$ cat config.mk
export PLATFORM = sky130hd
export DESIGN_NAME = po_input_array_arbiter_flat
export DESIGN_NICKNAME = d
export VERILOG_FILES = /design/src/rtl/po_input_array_arbiter_pkg.sv /design/src/rtl/po_input_array_arbiter_if.sv /design/src/rtl/po_input_array_arbiter_tag_pipe.sv /design/src/rtl/po_input_array_arbiter.sv /design/src/flat_wrapper.sv
export SDC_FILE = /design/constraint.sdc
export NUM_CORES = 1
export LEC_CHECK = 0
export CELL_PAD_IN_SITES_DETAIL_PLACEMENT = 1
export CELL_PAD_IN_SITES_GLOBAL_PLACEMENT = 2
export CORE_MARGIN = 2
export CORE_UTILIZATION = 19
export DETAILED_ROUTE_END_ITERATION = 16
export PLACE_DENSITY = 0.92
export SKIP_LAST_GASP = 1
export SYNTH_ARGS = -nofsm -noshare
export SYNTH_HDL_FRONTEND = slang
export SYNTH_SLANG_ARGS = --single-unit
$ cat constraint.sdc
create_clock -name clk -period 6.82 [get_ports clk]
set_clock_uncertainty 0.15 [all_clocks]
set_input_delay 0.682 -clock clk [delete_from_list [all_inputs] [get_ports clk]]
set_output_delay 0.682 -clock clk [all_outputs]
set_load 0.02 [all_outputs]
$ cat src/rtl/po_input_array_arbiter_pkg.sv
// Shared types and the round-robin pick helper for the input-array read-port arbiter.
package po_arb_pkg;

  localparam int MAX_REQ = 8;
  localparam int PTR_W   = $clog2(MAX_REQ);

  typedef struct packed {
    logic               valid;
    logic [MAX_REQ-1:0] onehot;
  } tag_t;

  // Requests above NUM_REQ are zero, so scanning modulo MAX_REQ gives the
  // same winner as scanning modulo NUM_REQ.
  function automatic logic [MAX_REQ-1:0] rr_pick(input logic [MAX_REQ-1:0] req,
                                                 input logic [PTR_W-1:0]   ptr);
    logic [MAX_REQ-1:0] pick;
    logic               found;
    logic [PTR_W-1:0]   idx;
    pick  = '0;
    found = 1'b0;
    for (int i = 0; i < MAX_REQ; i++) begin
      idx = ptr + PTR_W'(i);
      if (!found && req[idx]) begin
        pick[idx] = 1'b1;
        found     = 1'b1;
      end
    end
    return pick;
  endfunction

endpackage

$ cat src/rtl/po_input_array_arbiter_if.sv
// Requester/RAM bundle of the input-array arbiter; test port exists only with PO_ARB_TEST_PORT_EN.
interface po_input_array_arbiter_if #(
  parameter int NUM_REQ = 4,
  parameter int ADDR_W  = 9,
  parameter int DATA_W  = 64
);

  logic                      en_i;
  logic [NUM_REQ-1:0]        req_i;
  logic [NUM_REQ*ADDR_W-1:0] addr_i;
  logic [NUM_REQ-1:0]        gnt_o;
  logic [ADDR_W-1:0]         ram_addr_o;
  logic                      ram_rden_o;
  logic [DATA_W-1:0]         ram_q_i;
  logic [DATA_W-1:0]         rdata_o;
  logic [NUM_REQ-1:0]        rvalid_o;
  logic                      busy_o;
`ifdef PO_ARB_TEST_PORT_EN
  logic                      test_sel_i;
  logic [ADDR_W-1:0]         test_addr_i;
  logic                      test_rvalid_o;
`endif

  modport slave (
    input  en_i, req_i, addr_i, ram_q_i,
`ifdef PO_ARB_TEST_PORT_EN
    input  test_sel_i, test_addr_i,
    output test_rvalid_o,
`endif
    output gnt_o, ram_addr_o, ram_rden_o, rdata_o, rvalid_o, busy_o
  );

  modport master (
    output en_i, req_i, addr_i, ram_q_i,
`ifdef PO_ARB_TEST_PORT_EN
    output test_sel_i, test_addr_i,
    input  test_rvalid_o,
`endif
    input  gnt_o, ram_addr_o, ram_rden_o, rdata_o, rvalid_o, busy_o
  );

endinterface

$ cat src/rtl/po_input_array_arbiter_tag_pipe.sv
// RD_LATENCY-deep shift register of return tags; busy reflects any valid stage.
module po_arb_tag_pipe
  import po_arb_pkg::*;
#(
  parameter int RD_LATENCY = 2
) (
  input  logic clk,
  input  logic rst_b,
  input  tag_t din,
  output tag_t dout,
  output logic busy
);

  tag_t stage [RD_LATENCY];

  always_ff @(posedge clk or negedge rst_b) begin
    if (!rst_b) begin
      for (int i = 0; i < RD_LATENCY; i++) stage[i] <= '0;
    end else begin
      stage[0] <= din;
      for (int i = 1; i < RD_LATENCY; i++) stage[i] <= stage[i-1];
    end
  end

  always_comb begin
    busy = 1'b0;
    for (int i = 0; i < RD_LATENCY; i++) busy = busy | stage[i].valid;
  end

  assign dout = stage[RD_LATENCY-1];

endmodule

$ cat src/rtl/po_input_array_arbiter.sv
// Round-robin arbiter for the single read port of the input-array RAM.
// Define PO_ARB_TEST_PORT_EN to add the priority test read port.
module po_input_array_arbiter
  import po_arb_pkg::*;
#(
  parameter int NUM_REQ    = 4,
  parameter int ADDR_W     = 9,
  parameter int DATA_W     = 64,
  parameter int RD_LATENCY = 2
) (
  input logic                  clk,
  input logic                  reset,
  po_input_array_arbiter_if.slave bus
);

  logic [PTR_W-1:0]   ptr_q, ptr_d;
  logic [ADDR_W-1:0]  addr_shadow_q, addr_sel;
  logic [MAX_REQ-1:0] req_pad, pick;
  logic [NUM_REQ-1:0] gnt;
  logic               arb_issue, test_issue, rden;
  tag_t               tag_in, tag_out;
  logic               pipe_busy;
  logic               unused_bits;

  always_comb begin
    req_pad                = '0;
    req_pad[NUM_REQ-1:0]   = bus.req_i;
    pick                   = rr_pick(req_pad, ptr_q);
    test_issue             = 1'b0;
`ifdef PO_ARB_TEST_PORT_EN
    test_issue             = bus.test_sel_i & reset;
`endif
    // Everything is gated by reset so nothing issues while it is held low.
    arb_issue = reset & bus.en_i & (|bus.req_i) & ~test_issue;
    gnt       = arb_issue ? pick[NUM_REQ-1:0] : '0;
    addr_sel  = addr_shadow_q;
    ptr_d     = ptr_q;
    for (int k = 0; k < NUM_REQ; k++) begin
      if (gnt[k]) begin
        addr_sel = bus.addr_i[k*ADDR_W +: ADDR_W];
        ptr_d    = (k == NUM_REQ-1) ? '0 : PTR_W'(k+1);
      end
    end
`ifdef PO_ARB_TEST_PORT_EN
    if (test_issue) addr_sel = bus.test_addr_i;
`endif
    rden                        = arb_issue | test_issue;
    tag_in                      = '0;
    tag_in.valid                = rden;
    tag_in.onehot[NUM_REQ-1:0]  = gnt;
  end

  always_ff @(posedge clk or negedge reset) begin
    if (!reset) begin
      ptr_q         <= '0;
      addr_shadow_q <= '0;
    end else begin
      ptr_q <= ptr_d;
      if (rden) addr_shadow_q <= addr_sel;
    end
  end

  po_arb_tag_pipe #(
    .RD_LATENCY(RD_LATENCY)
  ) u_tag_pipe (
    .clk  (clk),
    .rst_b(reset),
    .din  (tag_in),
    .dout (tag_out),
    .busy (pipe_busy)
  );

  assign bus.gnt_o      = gnt;
  assign bus.ram_addr_o = addr_sel;
  assign bus.ram_rden_o = rden;
  assign bus.rdata_o    = bus.ram_q_i;
  assign bus.rvalid_o   = tag_out.valid ? tag_out.onehot[NUM_REQ-1:0] : '0;
  assign bus.busy_o     = pipe_busy;
`ifdef PO_ARB_TEST_PORT_EN
  // A test read is the only valid tag carrying no requester bit.
  assign bus.test_rvalid_o = tag_out.valid & ~(|tag_out.onehot);
`endif

  // Request/tag bits above NUM_REQ are structurally zero.
  assign unused_bits = ^{pick, tag_out.onehot};

endmodule

$ cat src/flat_wrapper.sv
// flat-port wrapper written by rule: the top's interface ports become plain ports
module po_input_array_arbiter_flat import po_arb_pkg::*;
#(
  parameter int NUM_REQ    = 4,
  parameter int ADDR_W     = 9,
  parameter int DATA_W     = 64,
  parameter int RD_LATENCY = 2
)
  (clk, reset, bus_en_i, bus_req_i, bus_addr_i, bus_ram_q_i, bus_gnt_o, bus_ram_addr_o, bus_ram_rden_o, bus_rdata_o, bus_rvalid_o, bus_busy_o);
  po_input_array_arbiter_if #(.NUM_REQ(NUM_REQ), .ADDR_W(ADDR_W), .DATA_W(DATA_W)) bus_i ();
  input logic clk;
  input logic reset;
  input wire logic [$bits(bus_i.en_i)-1:0] bus_en_i;
  input wire logic [$bits(bus_i.req_i)-1:0] bus_req_i;
  input wire logic [$bits(bus_i.addr_i)-1:0] bus_addr_i;
  input wire logic [$bits(bus_i.ram_q_i)-1:0] bus_ram_q_i;
  output wire logic [$bits(bus_i.gnt_o)-1:0] bus_gnt_o;
  output wire logic [$bits(bus_i.ram_addr_o)-1:0] bus_ram_addr_o;
  output wire logic [$bits(bus_i.ram_rden_o)-1:0] bus_ram_rden_o;
  output wire logic [$bits(bus_i.rdata_o)-1:0] bus_rdata_o;
  output wire logic [$bits(bus_i.rvalid_o)-1:0] bus_rvalid_o;
  output wire logic [$bits(bus_i.busy_o)-1:0] bus_busy_o;
  assign bus_i.en_i = bus_en_i;
  assign bus_i.req_i = bus_req_i;
  assign bus_i.addr_i = bus_addr_i;
  assign bus_i.ram_q_i = bus_ram_q_i;
  assign bus_gnt_o = bus_i.gnt_o;
  assign bus_ram_addr_o = bus_i.ram_addr_o;
  assign bus_ram_rden_o = bus_i.ram_rden_o;
  assign bus_rdata_o = bus_i.rdata_o;
  assign bus_rvalid_o = bus_i.rvalid_o;
  assign bus_busy_o = bus_i.busy_o;
  po_input_array_arbiter #(.NUM_REQ(NUM_REQ), .ADDR_W(ADDR_W), .DATA_W(DATA_W), .RD_LATENCY(RD_LATENCY)) u_core (.clk(clk), .reset(reset), .bus(bus_i));
endmodule
# Yosys cells after proc, flatten, opt, wreduce, memory -nomap -nowiden
# Cells that the tools add are included.
# word_totals
elab_cells	120
in_bits	107
output_inout_bits	83
ff_bits	22
# op_classes
muxes	57
bitwise	10
addsub	7
n_reduce_logical	24
order_cmp	16
# op_table
op	count
2-to-1 mux 4 bit	10
2-to-1 mux 9 bit	4
less-than comparator 3 x 4 -> 1 bit, second input constant	8
bitwise OR 4 bit	7
binary-select mux 1 bit (select 3 bit)	8
demux 1 bit (select 3 bit)	8
greater-or-equal comparator 3 x 1 -> 1 bit, second input constant	8
2-to-1 mux 1 bit	23
logical AND 1 bit	15
adder 3 bit, second input constant	4
2-to-1 mux 3 bit	4
zero test 1 bit	7
adder 3 x 2 -> 3 bit, second input constant	2
nonzero test 4 bit	1
OR reduction 4 bit	1
adder 3 x 1 -> 3 bit, second input constant	1
AND 1 bit	2
bitwise OR 1 bit	1

# Depth between registers and ports, before layout
# Gate-level depths: netlist of the first run.
# depth
word_depth	29
ltp_mapped	13
ltp_nobuf	9

# By module
# From an unflattened synthesis of the first run, not the netlist that was laid out.
# unflattened
cells_unflattened	288
hier_area_um2	2727.6
# modules_own_cells
mod	n_inst	area_each_um2	cells_each
po_input_array_arbiter	1	2203.4	260
po_arb_tag_pipe	1	524.3	28

# Worst setup path after synthesis of the first run
# Ideal clock, no wire load.
# synth_timing
kind	flip-flop to output port
start	register u_core.ptr_q[0]
end	output port bus_ram_addr_o[0]
required_ns	5.988
arrival_time_ns	2.997
path_stages_with_launch	14
setup_slack_ns	2.991
path_cell_list	dfrtp_1 -> buf_6 -> buf_6 -> inv_1 -> ha_1 -> buf_4 -> or2_2 -> o2111ai_1 -> a221o_1 -> nand4_2 -> o31ai_2 -> buf_4 -> o21ai_1 -> o21ai_0
# synth_between
elab_chain_cells	29
word_cells_on_any_way	104
# synth_rtl
item	line_no	source
start, declared	po_input_array_arbiter.sv:16	logic [PTR_W-1:0] ptr_q, ptr_d;
start signal, assigned	po_input_array_arbiter.sv:58	ptr_q <= ptr_d;
branches (longest 23 deep; another with less-than comparator 3 x 4 -> 1 bit)	n/a	
2-to-1 mux 4 bit (*)	po_input_array_arbiter_pkg.sv:23	if (!found && req[idx]) begin
2-to-1 mux 4 bit (*)	po_input_array_arbiter.sv:35	gnt = arb_issue ? pick[NUM_REQ-1:0] : '0;
2-to-1 mux 9 bit (3 in series)	po_input_array_arbiter.sv:39	if (gnt[k]) begin
2-to-1 mux 9 bit (*)	po_input_array_arbiter.sv:39	
end, declared	flat_wrapper.sv:18	output wire logic [$bits(bus_i.ram_addr_o)-1:0] bus_ram_addr_o;
# Mark *: on every way between the ends. The select of a mux whose other input is x is not followed.

# Final worst setup path of the first run
# layout_timing
start	register u_core.ptr_q[0]
end	output port bus_ram_addr_o[7]
# The elaborated chain is that of the path after synthesis.

==> impl_metrics.py, run 1 <==
metrics = {
    "clocking": {
        "htree_levels": 1,
        "cts.sinks": 21,
        "cts_tree": "yes",
        "clkSlewWorstSetupHoldPaths_ns": 0.05,
        "hold_buffers": 0,
        "insertion_delay_ns": 0.25,
        "cts_setup_buffers": 0,
        "numCtsBuffers": 3,
        "clock-root-buffer": "clkbuf_16",
        "cts_resized": 0,
        "clockBufferDepth": 2,
    },
    "route": {
        "drtIter0Drc": 97,
        "wirelength_um": 7200,
        "drc": 0,
        "avgViaCountPerCell": 4.62,
        "via_count": 2027,
        "dr.pass1.iters": 6,
        "wl_per_cell_um": 16.4,
        "ant_nets": 0,
    },
    "setup_path": {
        "path_cells": "inv_1, ha_1, and4b_1, nor4_2, or4b_1, nand4_2, o31ai_2, o21ai_0, o21ai_1, clkdlybuf4s50_1",
        "critPathLaunchType": "flop",
        "crit_fanout": 23,
        "crit_family": "compound AO/OA/AOI/OAI gates",
        "critPathKind": "flop to output port",
        "cp.required_ns": 5.99,
        "end_kind": "output port",
        "cpPeakStageDelay_ns": 0.92,
        "slowest_stage": "dfrtp_1",
        "path_buf_inv": 2,
        "cp.arrival_ns": 5.45,
    },
    "final_layout": {
        "multi_input_area_mm2": 0.00136,
        "antenna_cells": 0,
        "drive_gt1_share_pct": 12.2,
        "synthToLayoutAreaGrowth_pct": 11.9,
        "regArea_um2": 526,
        "nNetsFinal": 378,
        "fin_cells": 439,
        "nFillCells": 1540,
    },
    "flow_run": {
        "drv_cap": 0,
    },
    "hold_path": {
        "hold_path_class": "flop to flop",
    },
    "sta": {
        "final.hold.worst_slack_ns": 0.196,
        "period_share_pct": 92.1,
        "rsz0062_at_grt": "no",
        "worstMarginPinSlew_ns": 1.02,
        "hold_violations": 0,
        "clock.fmax_mhz": 159,
        "fin_crit_ns": 6.28,
        "finalSetupViolations": 0,
        "slew_headroom_pct": 31.5,
        "finalSetupTns_ns": 0,
        "finalMaxSlewViolations": 0,
    },
    "power_and_ir_drop": {
        "swShare_pct": 48.6,
        "p_leak_nw": 1.07,
        "p_per_area_mw_per_mm2": 402,
        "power.switching_w": 0.000553,
        "p_seq_share_pct": 19.2,
        "p_comb_share_pct": 70.1,
        "p_clk_share_pct": 10.7,
        "irDropWorstVdd_v": 0.000103,
        "p_int_w": 0.000583,
    },
    "floorplanning": {
        "rows": 42,
        "die-area_mm2": 0.0142,
        "start_util_pct": 19.2,
        "die_h_um": 119,
        "coreArea_mm2": 0.0131,
        "io_pins": 190,
        "die_w_um": 119,
    },
    "grt": {
        "grt_usage_pct": 9.82,
        "grt_overflow": 0,
        "grt_pass1_wl_um": 11300,
        "antenna_found_initial": 0,
        "grt_max_degree": 25,
        "grt_pass1_vias": 2154,
    },
    "yosys": {
        "async_reset_ff_share_pct": 100,
        "synth_edf_count": 0,
        "synthCells": 281,
        "synth.ff_latch_count": 21,
        "synth_ff_type": "dfrtp_1",
        "yosys_warnings": 0,
        "synth-seq-area-share_pct": 20.8,
        "synth_fp_nets": 395,
        "synth_area_mm2": 0.00253,
        "avgSynthCellArea_um2": 8.99,
        "ys_types": 59,
    },
    "place": {
        "gp_congestion": 0.872,
        "post-place-cells": 435,
        "io_buffers": 61,
        "hpwl_um": 5640,
    },
    "outcome": {
        "outcome": "finished clean",
    },
}
==> metal layers <==
metal | up-vias | share of wire, % | track usage, %
li1 | 929 | - | -
met1 | 1013 | 40 | 11.6
met3 | 14 | 7.3 | 2.25
met2 | 71 | 51 | 17.3
met5 | - | 0 | 0
met4 | 0 | 1.7 | 3.68
==> path summary, 6_finish.rpt <==
path	start	end	slack, ns	depth (start not counted)
setup / recovery	u_core.ptr_q[0]	bus_ram_addr_o[7]	0.54	10
hold / removal	u_core.u_tag_pipe.stage[11]	u_core.u_tag_pipe.dout[2]	0.20	0
setup reg to reg	u_core.ptr_q[0]	u_core.addr_shadow_q[8]	2.01	9
hold reg to reg	u_core.u_tag_pipe.stage[11]	u_core.u_tag_pipe.dout[2]	0.20	0
max in group asynchronous	reset	u_core.u_tag_pipe.stage[12]	5.65	2
min in group asynchronous	reset	u_core.addr_shadow_q[5]	0.64	2
==> kinds of logic (layout without fill, tap and decap cells) <==
family | Yosys count | count (layout) | share of synthesized area (%)
buffers and inverters | 90 | 72 | 25.3
AOI/OAI and AO/OA | 80 | 80 | 26.3
and+or+nand+nor | 62 | 62 | 14.0
muxes | 21 | 21 | 10.1
DFF | 21 | 21 | 20.8
adders and majority gates | 7 | 7 | 3.47
==> registers in the layout (all words and copies together), names as in the netlist <==
signal / cells
u_core.ptr_q: 2
u_core.addr_shadow_q: 9
u_core.u_tag_pipe.dout: 5
u_core.u_tag_pipe.stage: 5
==> through the flow <==
| step | power (W) | util, % | instance area (µm²) | worst slack, ns |
|---|---|---|---|---|
| after global routing | 0.00121 | 21.5 | 2830 | 0.113 |
| after floorplan | 0.000850 | - | 2530 | 2.99 |
| after global placement | 0.000987 | 20.9 | 2750 | 1.09 |
| final | 0.00114 | 21.5 | 2830 | 0.541 |
| after CTS | 0.00114 | 21.5 | 2830 | 0.492 |
| after detailed placement | 0.00101 | 20.9 | 2750 | 0.813 |
==> synthesized netlist by cell type (3+ instances only) <==
cell       number  area [µm²]
nand3_1         4        20.0
o2bb2ai_1       9        78.8
inv_1           5        18.8
o21ai_0        10        50.1
nor4_1          3        18.8
ha_1            7        87.6
nor2_1          7        26.3
dfrtp_1        21         526
buf_4          68         510
a311oi_1        9        78.8
clkbuf_1        4        15.0
a211o_1        10        87.6
buf_6           5        56.3
mux2i_1        12         120
nand2_1        23        86.3
mux2_2          3        33.8
buf_2           7        35.0
o21ai_1        17        85.1
and2_1          5        31.3
==> worst register-to-register path, cell delays in order, from the launching register on <==
cell and delay (ns):
dfrtp_1 0.92, inv_1 0.33, ha_1 0.58, and4b_1 0.31, nor4_2 0.38, or4b_1 0.20
nand4_2 0.47, o31ai_2 0.88, o21ai_0 0.27, o21ai_0 0.24
==> layout make-up <==
cell class,count,area share [%]
Clock buffer,4,2.79
Tap cell,176,7.79
Multi-Input combinational cell,170,48.2
Inverter,6,0.796
Sequential cell,21,18.6
Timing Repair Buffer,62,21.9
==> power by group through the flow <==
| stage | sequential [W] | clock [W] | combinational, W |
|---|---|---|---|
| floorplan | 0.000186 | 0 | 0.000664 |
| global placement | 0.000216 | 0 | 0.000771 |
| detailed placement | 0.000220 | 0 | 0.000792 |
| CTS | 0.000219 | 0.000125 | 0.000796 |
| global route | 0.000225 | 0.000132 | 0.000857 |
| finish | 0.000218 | 0.000122 | 0.000797 |
==> cell usage in the layout (no fill, tap or decap), types with 2 or more instances in the layout <==
| master | synthesis | routed |
|---|---|---|
| o2111ai_1 | 2 | 2 |
| o2bb2ai_1 | 9 | 9 |
| dfrtp_1 | 21 | 21 |
| o22ai_1 | 2 | 2 |
| nand2b_1 | 2 | 2 |
| mux2_2 | 3 | 3 |
| a211o_1 | 10 | 10 |
| a311oi_1 | 9 | 9 |
| mux2i_1 | 12 | 12 |
| o21ai_1 | 17 | 17 |
| inv_1 | 5 | 5 |
| nand2_1 | 23 | 23 |
| mux4_2 | 2 | 2 |
| clkdlybuf4s50_1 | 0 | 61 |
| nor2_1 | 7 | 7 |
| or2_2 | 2 | 2 |
| a21o_1 | 2 | 2 |
| mux2i_2 | 2 | 2 |
| and2_1 | 5 | 5 |
| nor4bb_1 | 2 | 2 |
| mux2_4 | 2 | 2 |
| clkbuf_16 | 0 | 3 |
| nand3_1 | 4 | 4 |
| nor3_1 | 2 | 2 |
| ha_1 | 7 | 7 |
| a21oi_1 | 2 | 2 |
| o21ai_0 | 10 | 10 |
| nor4_1 | 3 | 3 |
| o2bb2ai_2 | 2 | 2 |
(Power assumes the default switching activity.)
==> inputs of run 2 (changes only) <==
CORE_MARGIN = 3   (was 2)
==> impl_metrics.py, run 2 (same netlist as run 1, synthesis figures left out) <==
metrics = {
    "outcome": {
        "outcome": "finished clean",
    },
    "clocking": {
        "cts_setup_buffers": 0,
        "clock-root-buffer": "clkbuf_16",
        "cts_tree": "yes",
        "hold_buffers": 0,
        "htree_levels": 1,
        "clkSlewWorstSetupHoldPaths_ns": 0.06,
        "numCtsBuffers": 3,
        "cts_resized": 0,
        "clockBufferDepth": 2,
        "insertion_delay_ns": 0.26,
        "cts.sinks": 21,
    },
    "final_layout": {
        "largest_reg_flops": 9,
        "final_common_cell": "clkdlybuf4s50_1",
        "nNetsFinal": 381,
        "nFillCells": 1524,
        "regMostFlops": "u_core.addr_shadow_q",
        "drive_gt1_share_pct": 13.5,
        "final_cell_mix": "clkdlybuf4s50_1, nand2_1, dfrtp_1",
        "antenna_cells": 0,
        "synthToLayoutAreaGrowth_pct": 12.6,
        "fin_cells": 438,
    },
    "hold_path": {
        "hold_path_class": "flop to flop",
    },
    "setup_path": {
        "end_kind": "output port",
        "crit_fanout": 21,
        "critPathLaunchType": "flop",
        "slowest_stage": "clkdlybuf4s50_1",
        "cp.arrival_ns": 4.75,
        "cpPeakStageDelay_ns": 0.66,
        "critPathKind": "flop to output port",
        "path_cells": "inv_1, ha_1, and4b_1, nor4_2, or4b_1, nand4_2, o31ai_2, buf_4, o21ai_0, o21ai_0, clkdlybuf4s50_1",
        "cp.required_ns": 5.99,
        "path_common_cell": "o21ai_0",
    },
    "grt": {
        "grt_usage_pct": 9.18,
        "grt_pass1_wl_um": 11100,
        "grt_max_degree": 25,
        "antenna_found_initial": 0,
        "grt_pass1_vias": 2120,
        "grt_overflow": 0,
    },
    "route": {
        "drt-met1-wl_um": 2960,
        "dr.pass1.iters": 4,
        "ant_nets": 0,
        "avgViaCountPerCell": 4.52,
        "drtIter0Drc": 171,
        "via_count": 1979,
        "wirelength_um": 7110,
        "wl_met2_um": 3670,
        "met3RoutedLength_um": 365,
        "highest_layer": "met4",
        "wl_per_cell_um": 16.2,
        "drc": 0,
    },
    "floorplanning": {
        "die-area_mm2": 0.0147,
        "start_util_pct": 19.7,
        "die_w_um": 121,
        "rows": 41,
        "io_pins": 190,
        "die_h_um": 121,
        "coreArea_mm2": 0.0128,
    },
    "power_and_ir_drop": {
        "p_per_area_mw_per_mm2": 403,
        "p_seq_share_pct": 16.8,
        "irDropWorstVdd_v": 0.000105,
        "p_int_w": 0.000590,
        "p_comb_share_pct": 72.0,
        "p_clk_share_pct": 11.2,
        "power.switching_w": 0.000559,
        "p_total_w": 0.00115,
        "swShare_pct": 48.6,
        "p_leak_nw": 1.09,
    },
    "sta": {
        "setup_slack_ns": 1.24,
        "finalMaxSlewViolations": 0,
        "finalSetupViolations": 0,
        "hold_violations": 0,
        "fin_crit_ns": 5.58,
        "rsz0062_at_grt": "no",
        "period_share_pct": 81.9,
        "slew_headroom_pct": 63.5,
        "clock.fmax_mhz": 179,
        "worstMarginPinSlew_ns": 0.539,
        "finalSetupTns_ns": 0,
    },
    "place": {
        "gp_congestion": 0.900,
        "io_buffers": 61,
        "hpwl_um": 5520,
        "post-place-cells": 434,
        "pre_cts_ws_ns": 1.52,
    },
    "flow_run": {
        "drv_cap": 0,
    },
}
## run 2: cell types whose count changed in the layout (fill, tap and decap cells not counted)
cell	before	now
clkbuf_1	1	0
clkinv_2	0	1
buf_4	1	4
## run 2: power groups by stage
stage               Sequential [W]  Combinational, W  Clock (W)
floorplan                 0.000186          0.000664          0
global placement          0.000192          0.000802          0
detailed placement        0.000195          0.000824          0
CTS                       0.000193          0.000827   0.000131
global route              0.000198          0.000899   0.000138
finish                    0.000192          0.000827   0.000129
## run 2: worst paths after layout
check	startpoint	end	slack, ns	cells past startpoint
max in group asynchronous	reset	u_core.ptr_q[1]	5.65	2
worst max register to register	u_core.ptr_q[1]	u_core.addr_shadow_q[2]	2.84	10
worst min register to register	u_core.u_tag_pipe.stage[10]	u_core.u_tag_pipe.dout[1]	0.20	0
worst min-delay path	u_core.u_tag_pipe.stage[10]	u_core.u_tag_pipe.dout[1]	0.20	0
min in group asynchronous	reset	u_core.addr_shadow_q[7]	0.63	2
worst max-delay path	u_core.ptr_q[1]	bus_ram_addr_o[8]	1.24	11
## run 2: layout make-up
cell class / instances / area [µm²] / area share, %
clock buffer: 3 / 75.1 / 2.64
multi-input combinational: 170 / 1360 / 47.9
sequential: 21 / 526 / 18.5
timing repair buffer: 65 / 641 / 22.5
inverter: 6 / 22.5 / 0.791
tap: 172 / 215 / 7.56
clock inverter: 1 / 5.00 / 0.176
## run 2: per-layer routing
metal | up-vias | GRT usage (%)
li1 | 936 | -
met2 | 47 | 16.3
met5 | - | 0
met4 | 0 | 2.59
met3 | 17 | 2.05
met1 | 979 | 11.0
## run 2: through the flow
stage / utilization, % / cell area [µm²] / hold slack [ns]
global route: 22.2 / 2850 / 0.208
finish: 22.2 / 2850 / 0.198
detailed placement: 21.6 / 2770 / 0.186
floorplan: - / 2530 / 0.181
CTS: 22.2 / 2850 / 0.200
global placement: 21.6 / 2770 / 0.182
## run 2: worst max-delay path, delay by kind of cell (launching register included)
family                     cells  cell delay (ns)
buffers and inverters          3             1.16
AOI/OAI and AO/OA              3             0.82
adders and majority gates      1             0.53
and+or+nand+nor                4             1.37
DFF                            1             0.60
